===== config.mk =====
export PLATFORM = sky130hd
export DESIGN_NAME = vlc_packer_flat
export DESIGN_NICKNAME = d
export VERILOG_FILES = /design/src/rtl/vlc_packer_if.sv /design/src/rtl/vlc_packer.sv /design/src/flat_wrapper.sv
export SDC_FILE = /design/constraint.sdc
export NUM_CORES = 1
export LEC_CHECK = 0
export BUFFER_PORTS_ARGS = -buffer_cell sky130_fd_sc_hd__clkbuf_2
export CELL_PAD_IN_SITES_DETAIL_PLACEMENT = 1
export CELL_PAD_IN_SITES_GLOBAL_PLACEMENT = 2
export CORE_ASPECT_RATIO = 1.1
export CORE_MARGIN = 4
export CORE_UTILIZATION = 36
export DETAILED_ROUTE_END_ITERATION = 7
export MAX_ROUTING_LAYER = met4
export PLACE_DENSITY_LB_ADDON = 0.05
export SETUP_SLACK_MARGIN = 0.15
export SYNTH_ARGS = -nofsm -noshare
export SYNTH_HDL_FRONTEND = slang
export SYNTH_SLANG_ARGS = --single-unit

===== constraint.sdc =====
create_clock -name clk -period 3.22 [get_ports clk]
set_input_delay 0.483 -clock clk [delete_from_list [all_inputs] [get_ports clk]]
set_output_delay 0.483 -clock clk [all_outputs]
set_load 0.02 [all_outputs]

===== src/rtl/vlc_packer_if.sv =====
// Bus bundle for vlc_packer: codeword input side, packed-word output side,
// plus status and debug visibility of the packer's internal state.
//
// Handshake rule for both din and dout: a transfer happens at a rising clk
// edge where valid and ready are both high. The source holds its payload
// stable while valid is high and ready is low; ready may change freely.
interface vlc_packer_if #(
  parameter int MAX_LEN = 16,
  parameter int OUT_W   = 32
);
  localparam int LW = $clog2(MAX_LEN + 1);
  localparam int BW = $clog2(OUT_W + 1);
  localparam int CW = $clog2(OUT_W + MAX_LEN + 1);

  logic [MAX_LEN-1:0] code_in;
  logic [LW-1:0]      len_in;
  logic               din_valid;
  logic               din_ready;
  logic               flush;
  logic [OUT_W-1:0]   data_out;
  logic               dout_valid;
  logic               dout_ready;
  logic [BW-1:0]      dout_bits;
  logic               busy;
  logic               dbg_state;  // 0 = RUN, 1 = FLUSH
  logic [CW-1:0]      dbg_cnt;    // accumulator fill count

  modport master (
    output code_in, len_in, din_valid, flush, dout_ready,
    input  din_ready, data_out, dout_valid, dout_bits, busy, dbg_state, dbg_cnt
  );

  modport slave (
    input  code_in, len_in, din_valid, flush, dout_ready,
    output din_ready, data_out, dout_valid, dout_bits, busy, dbg_state, dbg_cnt
  );
endinterface


===== src/rtl/vlc_packer.sv =====
// Variable-length codeword packer. Codewords of up to MAX_LEN bits are
// appended MSB-first into a left-aligned accumulator and drained as OUT_W-bit
// words; a flush drains the residual partial word, zero padded.
module vlc_packer #(
  parameter int MAX_LEN = 16,
  parameter int OUT_W   = 32
) (
  input logic         clk,
  input logic         rst,
  vlc_packer_if.slave bus
);
  localparam int LW = $clog2(MAX_LEN + 1);
  localparam int BW = $clog2(OUT_W + 1);
  localparam int CW = $clog2(OUT_W + MAX_LEN + 1);
  localparam int AW = OUT_W + MAX_LEN;

  typedef enum logic {RUN = 1'b0, FLUSH = 1'b1} state_t;

  state_t             state;
  logic [AW-1:0]      acc;
  logic [CW-1:0]      cnt;
  logic [OUT_W-1:0]   data_q;
  logic [BW-1:0]      bits_q;
  logic               valid_q;

  logic [LW-1:0]      l_eff;
  logic [MAX_LEN-1:0] code_masked;
  logic [MAX_LEN-1:0] code_left;
  logic [AW-1:0]      append_vec;
  logic [OUT_W-1:0]   keep_mask;
  logic               out_free;
  logic               word_ready;
  logic               din_ready_int;
  logic               take_in;

  // Clamp the length, strip unused code bits and position the code right
  // after the cnt bits already held; decode handshake and emission conditions.
  always_comb begin
    l_eff         = (bus.len_in > LW'(MAX_LEN)) ? LW'(MAX_LEN) : bus.len_in;
    code_masked   = bus.code_in & ~({MAX_LEN{1'b1}} << l_eff);
    code_left     = code_masked << (LW'(MAX_LEN) - l_eff);
    append_vec    = {code_left, {OUT_W{1'b0}}} >> cnt;
    keep_mask     = ~({OUT_W{1'b1}} >> cnt);
    out_free      = !valid_q || bus.dout_ready;
    word_ready    = (cnt >= CW'(OUT_W));
    // Gated by rst so din_ready reads 0 while reset is held.
    din_ready_int = rst && (state == RUN) && !word_ready;
    take_in       = bus.din_valid && din_ready_int;
  end

  // Accumulator, output register and RUN/FLUSH control. Append, full-word
  // emission and partial-word flush never coincide: appends only happen with
  // cnt < OUT_W in RUN, full words need cnt >= OUT_W, partials need FLUSH.
  always_ff @(posedge clk or negedge rst) begin
    if (!rst) begin
      state   <= RUN;
      acc     <= '0;
      cnt     <= '0;
      data_q  <= '0;
      bits_q  <= '0;
      valid_q <= 1'b0;
    end else begin
      if (valid_q && bus.dout_ready) begin
        valid_q <= 1'b0;
      end

      if (take_in) begin
        acc <= acc | append_vec;
        cnt <= cnt + CW'(l_eff);
      end else if (word_ready && out_free) begin
        data_q  <= acc[AW-1 -: OUT_W];
        bits_q  <= BW'(OUT_W);
        valid_q <= 1'b1;
        acc     <= acc << OUT_W;
        cnt     <= cnt - CW'(OUT_W);
      end else if ((state == FLUSH) && out_free) begin
        if (cnt != '0) begin
          data_q  <= acc[AW-1 -: OUT_W] & keep_mask;
          bits_q  <= BW'(cnt);
          valid_q <= 1'b1;
        end
        acc <= '0;
        cnt <= '0;
      end

      case (state)
        RUN: begin
          if (bus.flush) begin
            state <= FLUSH;
          end
        end
        FLUSH: begin
          // A second flush request here is simply not looked at.
          if (!word_ready && out_free) begin
            state <= RUN;
          end
        end
        default: state <= RUN;
      endcase
    end
  end

  assign bus.din_ready  = din_ready_int;
  assign bus.data_out   = data_q;
  assign bus.dout_bits  = bits_q;
  assign bus.dout_valid = valid_q;
  assign bus.busy       = (cnt != '0) || valid_q || (state == FLUSH);
  assign bus.dbg_state  = (state == FLUSH);
  assign bus.dbg_cnt    = cnt;
endmodule


===== src/flat_wrapper.sv =====
// flat-port wrapper written by rule: the top's interface ports become plain ports
module vlc_packer_flat 
#(
  parameter int MAX_LEN = 16,
  parameter int OUT_W   = 32
)
  (clk, rst, bus_code_in, bus_len_in, bus_din_valid, bus_flush, bus_dout_ready, bus_din_ready, bus_data_out, bus_dout_valid, bus_dout_bits, bus_busy, bus_dbg_state, bus_dbg_cnt);
  vlc_packer_if #(.MAX_LEN(MAX_LEN), .OUT_W(OUT_W)) bus_i ();
  input logic clk;
  input logic rst;
  input wire logic [$bits(bus_i.code_in)-1:0] bus_code_in;
  input wire logic [$bits(bus_i.len_in)-1:0] bus_len_in;
  input wire logic [$bits(bus_i.din_valid)-1:0] bus_din_valid;
  input wire logic [$bits(bus_i.flush)-1:0] bus_flush;
  input wire logic [$bits(bus_i.dout_ready)-1:0] bus_dout_ready;
  output wire logic [$bits(bus_i.din_ready)-1:0] bus_din_ready;
  output wire logic [$bits(bus_i.data_out)-1:0] bus_data_out;
  output wire logic [$bits(bus_i.dout_valid)-1:0] bus_dout_valid;
  output wire logic [$bits(bus_i.dout_bits)-1:0] bus_dout_bits;
  output wire logic [$bits(bus_i.busy)-1:0] bus_busy;
  output wire logic [$bits(bus_i.dbg_state)-1:0] bus_dbg_state;
  output wire logic [$bits(bus_i.dbg_cnt)-1:0] bus_dbg_cnt;
  assign bus_i.code_in = bus_code_in;
  assign bus_i.len_in = bus_len_in;
  assign bus_i.din_valid = bus_din_valid;
  assign bus_i.flush = bus_flush;
  assign bus_i.dout_ready = bus_dout_ready;
  assign bus_din_ready = bus_i.din_ready;
  assign bus_data_out = bus_i.data_out;
  assign bus_dout_valid = bus_i.dout_valid;
  assign bus_dout_bits = bus_i.dout_bits;
  assign bus_busy = bus_i.busy;
  assign bus_dbg_state = bus_i.dbg_state;
  assign bus_dbg_cnt = bus_i.dbg_cnt;
  vlc_packer #(.MAX_LEN(MAX_LEN), .OUT_W(OUT_W)) u_core (.clk(clk), .rst(rst), .bus(bus_i));
endmodule

# After elaboration in Yosys (flattened, before gate mapping)
# Index checks and enable logic that the tools add are counted.
[op_classes] n_addsub=3 order_cmp=2 shift=4 muxes=21 n_bitwise=7 reduce_logical=17
[ops] cell="48-bit 2-to-1 mux" n=3
[ops] cell="32-bit 2-to-1 mux" n=3
[ops] cell="48-bit bitwise OR" n=1
[ops] cell="48-bit by 6-bit right shift with 48-bit output" n=1
[ops] cell="6-bit 2-to-1 mux" n=6
[ops] cell="32-bit AND" n=1
[ops] cell="32-bit NOT" n=1
[ops] cell="32-bit by 6-bit right shift with 32-bit output (first input constant)" n=1
[ops] cell="16-bit AND" n=1
[ops] cell="16-bit NOT" n=1
[ops] cell="16-bit by 5-bit left shift with 16-bit output" n=1
[ops] cell="16-bit by 5-bit left shift with 16-bit output (first input constant)" n=1
[ops] cell="1-bit logical AND" n=7
[ops] cell="1-bit 2-to-1 mux" n=7
[ops] cell="6-bit by 5-bit adder with 6-bit output" n=1
[ops] cell="6-bit greater-or-equal comparator (second input constant)" n=1
[ops] cell="6-bit nonzero test" n=1
[ops] cell="6-bit subtractor (second input constant)" n=1
[ops] cell="5-bit greater-than comparator (second input constant)" n=1
[ops] cell="5-bit 2-to-1 mux" n=1
[ops] cell="5-bit subtractor (first input constant)" n=1
[ops] cell="2-bit nonzero test" n=2
[ops] cell="1-bit logical OR" n=3
[ops] cell="3-bit AND reduction" n=1
[ops] cell="4 further kinds" n=6
[totals] ff_bits=94 input_bits=26 output_inout_bits=48 word_cells=60

# Depth between registers and ports, before layout
[depth] ltp_word=9 mapped_depth=16 depth_no_buf=14

# Worst setup path after synthesis
# OpenSTA, ideal clock, no wires.
[synth_path] path_kind="input-to-reg" from="input port bus_len_in[4]" to="register u_core.acc[33]" setup_time_ps=136 arrival_time_ps=3810 required_time_ps=3084 setup_slack_ps=-726 path_stages=13 n_path_buf=2 cell_sequence="clkbuf_1 -> clkbuf_1 -> nand2b_1 -> ha_1 -> or3b_1 -> a222oi_1 -> nor2_1 -> a221o_1 -> mux2_2 -> a211o_1 -> or2_4 -> a41oi_2 -> o211ai_1"
[synth_between] elab_chain_len=9 word_cells_on_any_way=10 cone_classes="1 x add/sub; 1 x order compare; 3 x shift; 2 x mux; 3 x bitwise"
[synth_rtl] element="start: declaration" line="flat_wrapper.sv:12" text="input wire logic [$bits(bus_i.len_in)-1:0] bus_len_in;"
[synth_rtl] element="5-bit greater-than comparator" line="vlc_packer.sv:39" text="l_eff = (bus.len_in > LW'(MAX_LEN)) ? LW'(MAX_LEN) : bus.len_in;"
[synth_rtl] element="5-bit 2-to-1 mux (*)" line="vlc_packer.sv:39"
[synth_rtl] element="16-bit by 5-bit left shift with 16-bit output" line="vlc_packer.sv:40" text="code_masked = bus.code_in & ~({MAX_LEN{1'b1}} << l_eff);"
[synth_rtl] element="16-bit NOT" line="vlc_packer.sv:40"
[synth_rtl] element="16-bit AND" line="vlc_packer.sv:40"
[synth_rtl] element="16-bit by 5-bit left shift with 16-bit output (*)" line="vlc_packer.sv:41" text="code_left = code_masked << (LW'(MAX_LEN) - l_eff);"
[synth_rtl] element="48-bit by 6-bit right shift with 48-bit output (*)" line="vlc_packer.sv:42" text="append_vec = {code_left, {OUT_W{1'b0}}} >> cnt;"
[synth_rtl] element="48-bit bitwise OR (*)" line="vlc_packer.sv:68" text="acc <= acc | append_vec;"
[synth_rtl] element="48-bit 2-to-1 mux (*)" line="vlc_packer.sv:67" text="if (take_in) begin"
[synth_rtl] element="end signal: assignment" line="vlc_packer.sv:68"
[synth_rtl] element="end signal: assignment" line="vlc_packer.sv:74" text="acc <= acc << OUT_W;"
[synth_rtl] element="end: declaration" line="vlc_packer.sv:20" text="logic [AW-1:0] acc;"
# Mark *: on every way between the ends. The rest lies on a longest branch, timed or not.
# A chain may end at the register's enable or synchronous reset.

# Worst setup path after layout
[layout_path] from="input port bus_len_in[0]" to="register u_core.acc[27]"
# The elaborated chain is that of the path after synthesis.

==> flow_results.xml <==
<?xml version="1.0" encoding="UTF-8"?>
<metrics>
  <group name="outcome">
    <metric name="run_status" unit="">complete, but fails checks</metric>
    <metric name="violations" unit="">negative setup slack</metric>
  </group>
  <group name="power_and_ir_drop">
    <metric name="total_leakage_power" unit="nW">3.985</metric>
    <metric name="max-vdd-ir-drop" unit="µV">247.1</metric>
    <metric name="power.total" unit="mW">5.711</metric>
    <metric name="power_density" unit="nW/µm²">652.6</metric>
  </group>
  <group name="flow_run">
    <metric name="timing.max_cap.violations" unit="">0</metric>
  </group>
  <group name="clock_network">
    <metric name="clock_tree_root" unit="">clkbuf_16</metric>
    <metric name="ctsHtreeMaxLevel" unit="">3</metric>
    <metric name="cts_buffer_depth" unit="">2</metric>
    <metric name="cts_inserted_buffers" unit="">9</metric>
    <metric name="ctsHoldBuffers" unit="">0</metric>
    <metric name="clkTransAtPathRegs" unit="ps">70</metric>
    <metric name="cts_num_sinks" unit="">94</metric>
    <metric name="cts_tree" unit="">yes</metric>
    <metric name="worstSkewPairLatency" unit="ps">350</metric>
  </group>
  <group name="yosys">
    <metric name="synth.top_cells.by_count" unit="">nand2_1, dfrtp_1, o21ai_0, clkbuf_1, nor2_1</metric>
    <metric name="synth_sequential_area_ratio" unit="%">37.90</metric>
    <metric name="netlist-cell-type-count" unit="">72</metric>
    <metric name="synth_enable_flop_cells" unit="">0</metric>
    <metric name="yosys-top-cells-area" unit="">dfrtp_1, o21ai_0, nand2_1, clkbuf_1, o211ai_1</metric>
    <metric name="ys_warn_count" unit="">0</metric>
    <metric name="synth_async_sr_flop_share" unit="%">100.0</metric>
    <metric name="yosysMostFrequentCell" unit="">nand2_1</metric>
    <metric name="synth_cells" unit="">745</metric>
    <metric name="synth_top_family_by_area" unit="">compound AO/OA/AOI/OAI gates</metric>
    <metric name="synth_largest_area_cell" unit="">dfrtp_1</metric>
    <metric name="synth-compound-area-share" unit="%">30.62</metric>
    <metric name="synth_ff_type" unit="">dfrtp_1</metric>
    <metric name="yosys-mux-area-fraction" unit="%">4.153</metric>
    <metric name="postSynthRegisterBits" unit="">94</metric>
    <metric name="post_synthesis_mean_instance_area" unit="µm²">8.330</metric>
    <metric name="post_synth_xor_area_fraction" unit="%">0.4234</metric>
    <metric name="synth_adder_area_share" unit="%">2.056</metric>
    <metric name="post-synth-top-area-fraction" unit="%">37.90</metric>
    <metric name="post_synth_and_or_nand_nor_area_fraction" unit="%">20.26</metric>
    <metric name="synth.cell_area" unit="µm²">6206</metric>
    <metric name="synth.net_count" unit="">779</metric>
  </group>
  <group name="cells_and_area">
    <metric name="final_nets" unit="">965</metric>
    <metric name="syn2layout_area_growth" unit="%">41.03</metric>
    <metric name="multiInputGateArea" unit="µm²">4088</metric>
    <metric name="final_core_utilization" unit="%">51.62</metric>
    <metric name="diodes" unit="">0</metric>
    <metric name="num-fill-cells" unit="">1986</metric>
    <metric name="area.sequential" unit="µm²">2352</metric>
    <metric name="layout-drive-gt1-share" unit="%">36.54</metric>
  </group>
  <group name="setup_path">
    <metric name="crit_path_max_fanout" unit="">4</metric>
    <metric name="startpoint_type" unit="">input pin</metric>
    <metric name="crit_chain" unit="">buf_6 &gt; nor2b_4 &gt; inv_2 &gt; ha_4 &gt; or3b_4 &gt; a222oi_1 &gt; buf_4 &gt; a22oi_2 &gt; buf_6 &gt; nand2_1 &gt; o211ai_1 &gt; buf_4 &gt; a32oi_2 &gt; o211ai_1 &gt; a221oi_1 &gt; o21ai_0</metric>
    <metric name="max_stage_delay" unit="ps">380</metric>
    <metric name="worst-setup-path-type" unit="">input pin to register</metric>
    <metric name="cpMaxStageDelayCell" unit="">or3b_4</metric>
    <metric name="crit_buf_inv" unit="">5</metric>
    <metric name="crit_arrival" unit="ps">3420</metric>
    <metric name="critical_path.top_delay_family" unit="">compound AO/OA/AOI/OAI gates</metric>
    <metric name="end_kind" unit="">register</metric>
    <metric name="worstPathRequired" unit="ps">3400</metric>
    <metric name="reg2reg_setup_slack" unit="ps">540</metric>
  </group>
  <group name="drt">
    <metric name="finalWirelength" unit="µm">27350</metric>
    <metric name="antenna_left" unit="">0</metric>
    <metric name="routed-via-count" unit="">6983</metric>
    <metric name="drc" unit="">0</metric>
    <metric name="routed_wire_length_per_instance" unit="µm">23.38</metric>
    <metric name="viasPerCell" unit="">5.968</metric>
    <metric name="drt-initial-drc-count" unit="">381</metric>
    <metric name="drt-pass1-iter-count" unit="">4</metric>
  </group>
  <group name="floorplan">
    <metric name="die_h" unit="µm">145.7</metric>
    <metric name="dieWidth" unit="µm">133.2</metric>
    <metric name="rows" unit="">50</metric>
    <metric name="start_util" unit="%">36.61</metric>
    <metric name="boundaryPins" unit="">74</metric>
    <metric name="placeableCoreArea" unit="µm²">16950</metric>
    <metric name="die-area" unit="µm²">19410</metric>
  </group>
  <group name="grt">
    <metric name="via_count_of_the_first_global_routing_pass" unit="">7566</metric>
    <metric name="grt_start_max_net_pins" unit="">70</metric>
    <metric name="globalRoute.totalOverflow" unit="">0</metric>
    <metric name="initial_antenna_violation_count" unit="">0</metric>
    <metric name="global_route_usage_sum" unit="%">28.46</metric>
    <metric name="wire_length_of_the_first_global_routing_pass" unit="µm">42550</metric>
  </group>
  <group name="placed_design">
    <metric name="dpl.hpwl" unit="µm">20920</metric>
    <metric name="finalWeightedCongestion" unit="">0.9391</metric>
    <metric name="place.port_buffers" unit="">73</metric>
  </group>
  <group name="sta">
    <metric name="fmax" unit="MHz">309.0</metric>
    <metric name="fin_worst_skew" unit="ps">12.92</metric>
    <metric name="final.setup.tns" unit="ps">-16.75</metric>
    <metric name="final.min_clock_period" unit="ps">3237</metric>
    <metric name="worst_pin_slew" unit="ps">1065</metric>
    <metric name="hold_violations" unit="">0</metric>
    <metric name="slew_headroom" unit="%">28.91</metric>
    <metric name="report.final.slew_viol_count" unit="">0</metric>
    <metric name="ratio_of_final_minimum_period_to_clock_period" unit="%">100.5</metric>
    <metric name="grt_setup_unrepaired" unit="">true</metric>
    <metric name="timing.final.ws_setup" unit="ps">-16.75</metric>
    <metric name="setup_violations" unit="">1</metric>
  </group>
  <group name="worst_hold_path">
    <metric name="timing.hold.worst.class" unit="">input pin to async pin</metric>
  </group>
</metrics>
-- per-stage QoR --
stage	area, µm²	instances	setup WS, ps	hold slack, ps
detailed placement	7825	1136	-520.0	472.6
global route	8752	1170	-168.4	174.9
finish	8752	1170	-16.75	142.3
global placement	7825	1136	-472.6	459.5
CTS	8423	1164	20.23	155.1
floorplan	6324	745	-358.6	187.4
-- sequential cells by signal, summed over array words and instances, names as in the netlist --
register,flops
u_core.acc,48
u_core.bus.data_out,32
u_core.bus.dbg_cnt,6
u_core.bus.dout_bits,6
u_core.bus.dbg_state,1
u_core.bus.dout_valid,1
-- power by group --
| part | switching (mW) | total (mW) | internal, mW |
|---|---|---|---|
| logic | 1.86 | 3.00 | 1.15 |
| registers | 0.168 | 1.54 | 1.37 |
| clock network | 0.477 | 1.16 | 0.687 |
| total | 2.50 | 5.71 | 3.21 |
-- per-layer routing --
layer	vias up	part of all wire [%]	GRT usage, %
li1	3177	-	-
met2	207	53	50.69
met4	0	6.3	15.95
met5	-	0	-
met3	89	3.6	3.631
met1	3510	37	30.37
-- path summary, 6_finish.rpt --
| kind | start | endpoint | cells after the start |
|---|---|---|---|
| min in group clk | bus_flush | u_core.bus.dbg_state | 3 |
| worst min register to register | u_core.bus.data_out[27] | u_core.bus.data_out[27] | 2 |
| worst max-delay path | bus_len_in[0] | u_core.acc[27] | 16 |
| max in group asynchronous | rst | u_core.bus.data_out[30] | 3 |
| worst min-delay path | rst | u_core.bus.data_out[11] | 2 |
| worst max register to register | u_core.bus.dbg_cnt[1] | u_core.acc[31] | 8 |
-- layout by cell type, fill, tap and decap left out, drive strengths merged, types with 5 or more instances in the layout --
master    n
mux2i    10
buf     162
o221ai    6
a221oi   13
nor2b     9
nand2   117
ha        7
a22o      7
a21oi    20
nor2     47
nand3    27
a222oi    6
nand2b    9
o31ai     7
clkbuf   81
o21ai    96
a32oi     5
inv      16
a22oi    23
mux2      6
and2      6
dfrtp    94
nor3     14
or2       8
a211oi    6
o211ai   25
and3      8
or3       5
a31oi     6
a21o     11
-- final cells by class --
type,count,share of cell area [%]
repair buffers,233,18.77
clock buffers,10,2.616
clock inverters,6,1.044
multi-input cells,578,46.70
flip-flops and latches,94,26.88
well taps,234,3.345
inverters,15,0.6433
-- logic make-up after synthesis --
group,Yosys count
compound gates,276
xor+xnor,3
fa+ha+maj,10
buf+inv,73
flops,94
mux,20
simple gates,269
-- repair_timing --
item / 4_1_cts / 5_1_grt
gates resized for setup: 37 / 59
setup endpoints to repair: 39 / 41
setup buffers: 12 / 6
pin swaps: 18 / 22
endpoints found under the hold margin: 0 / 0
Note: power is estimated with default switching activity, not from simulation.
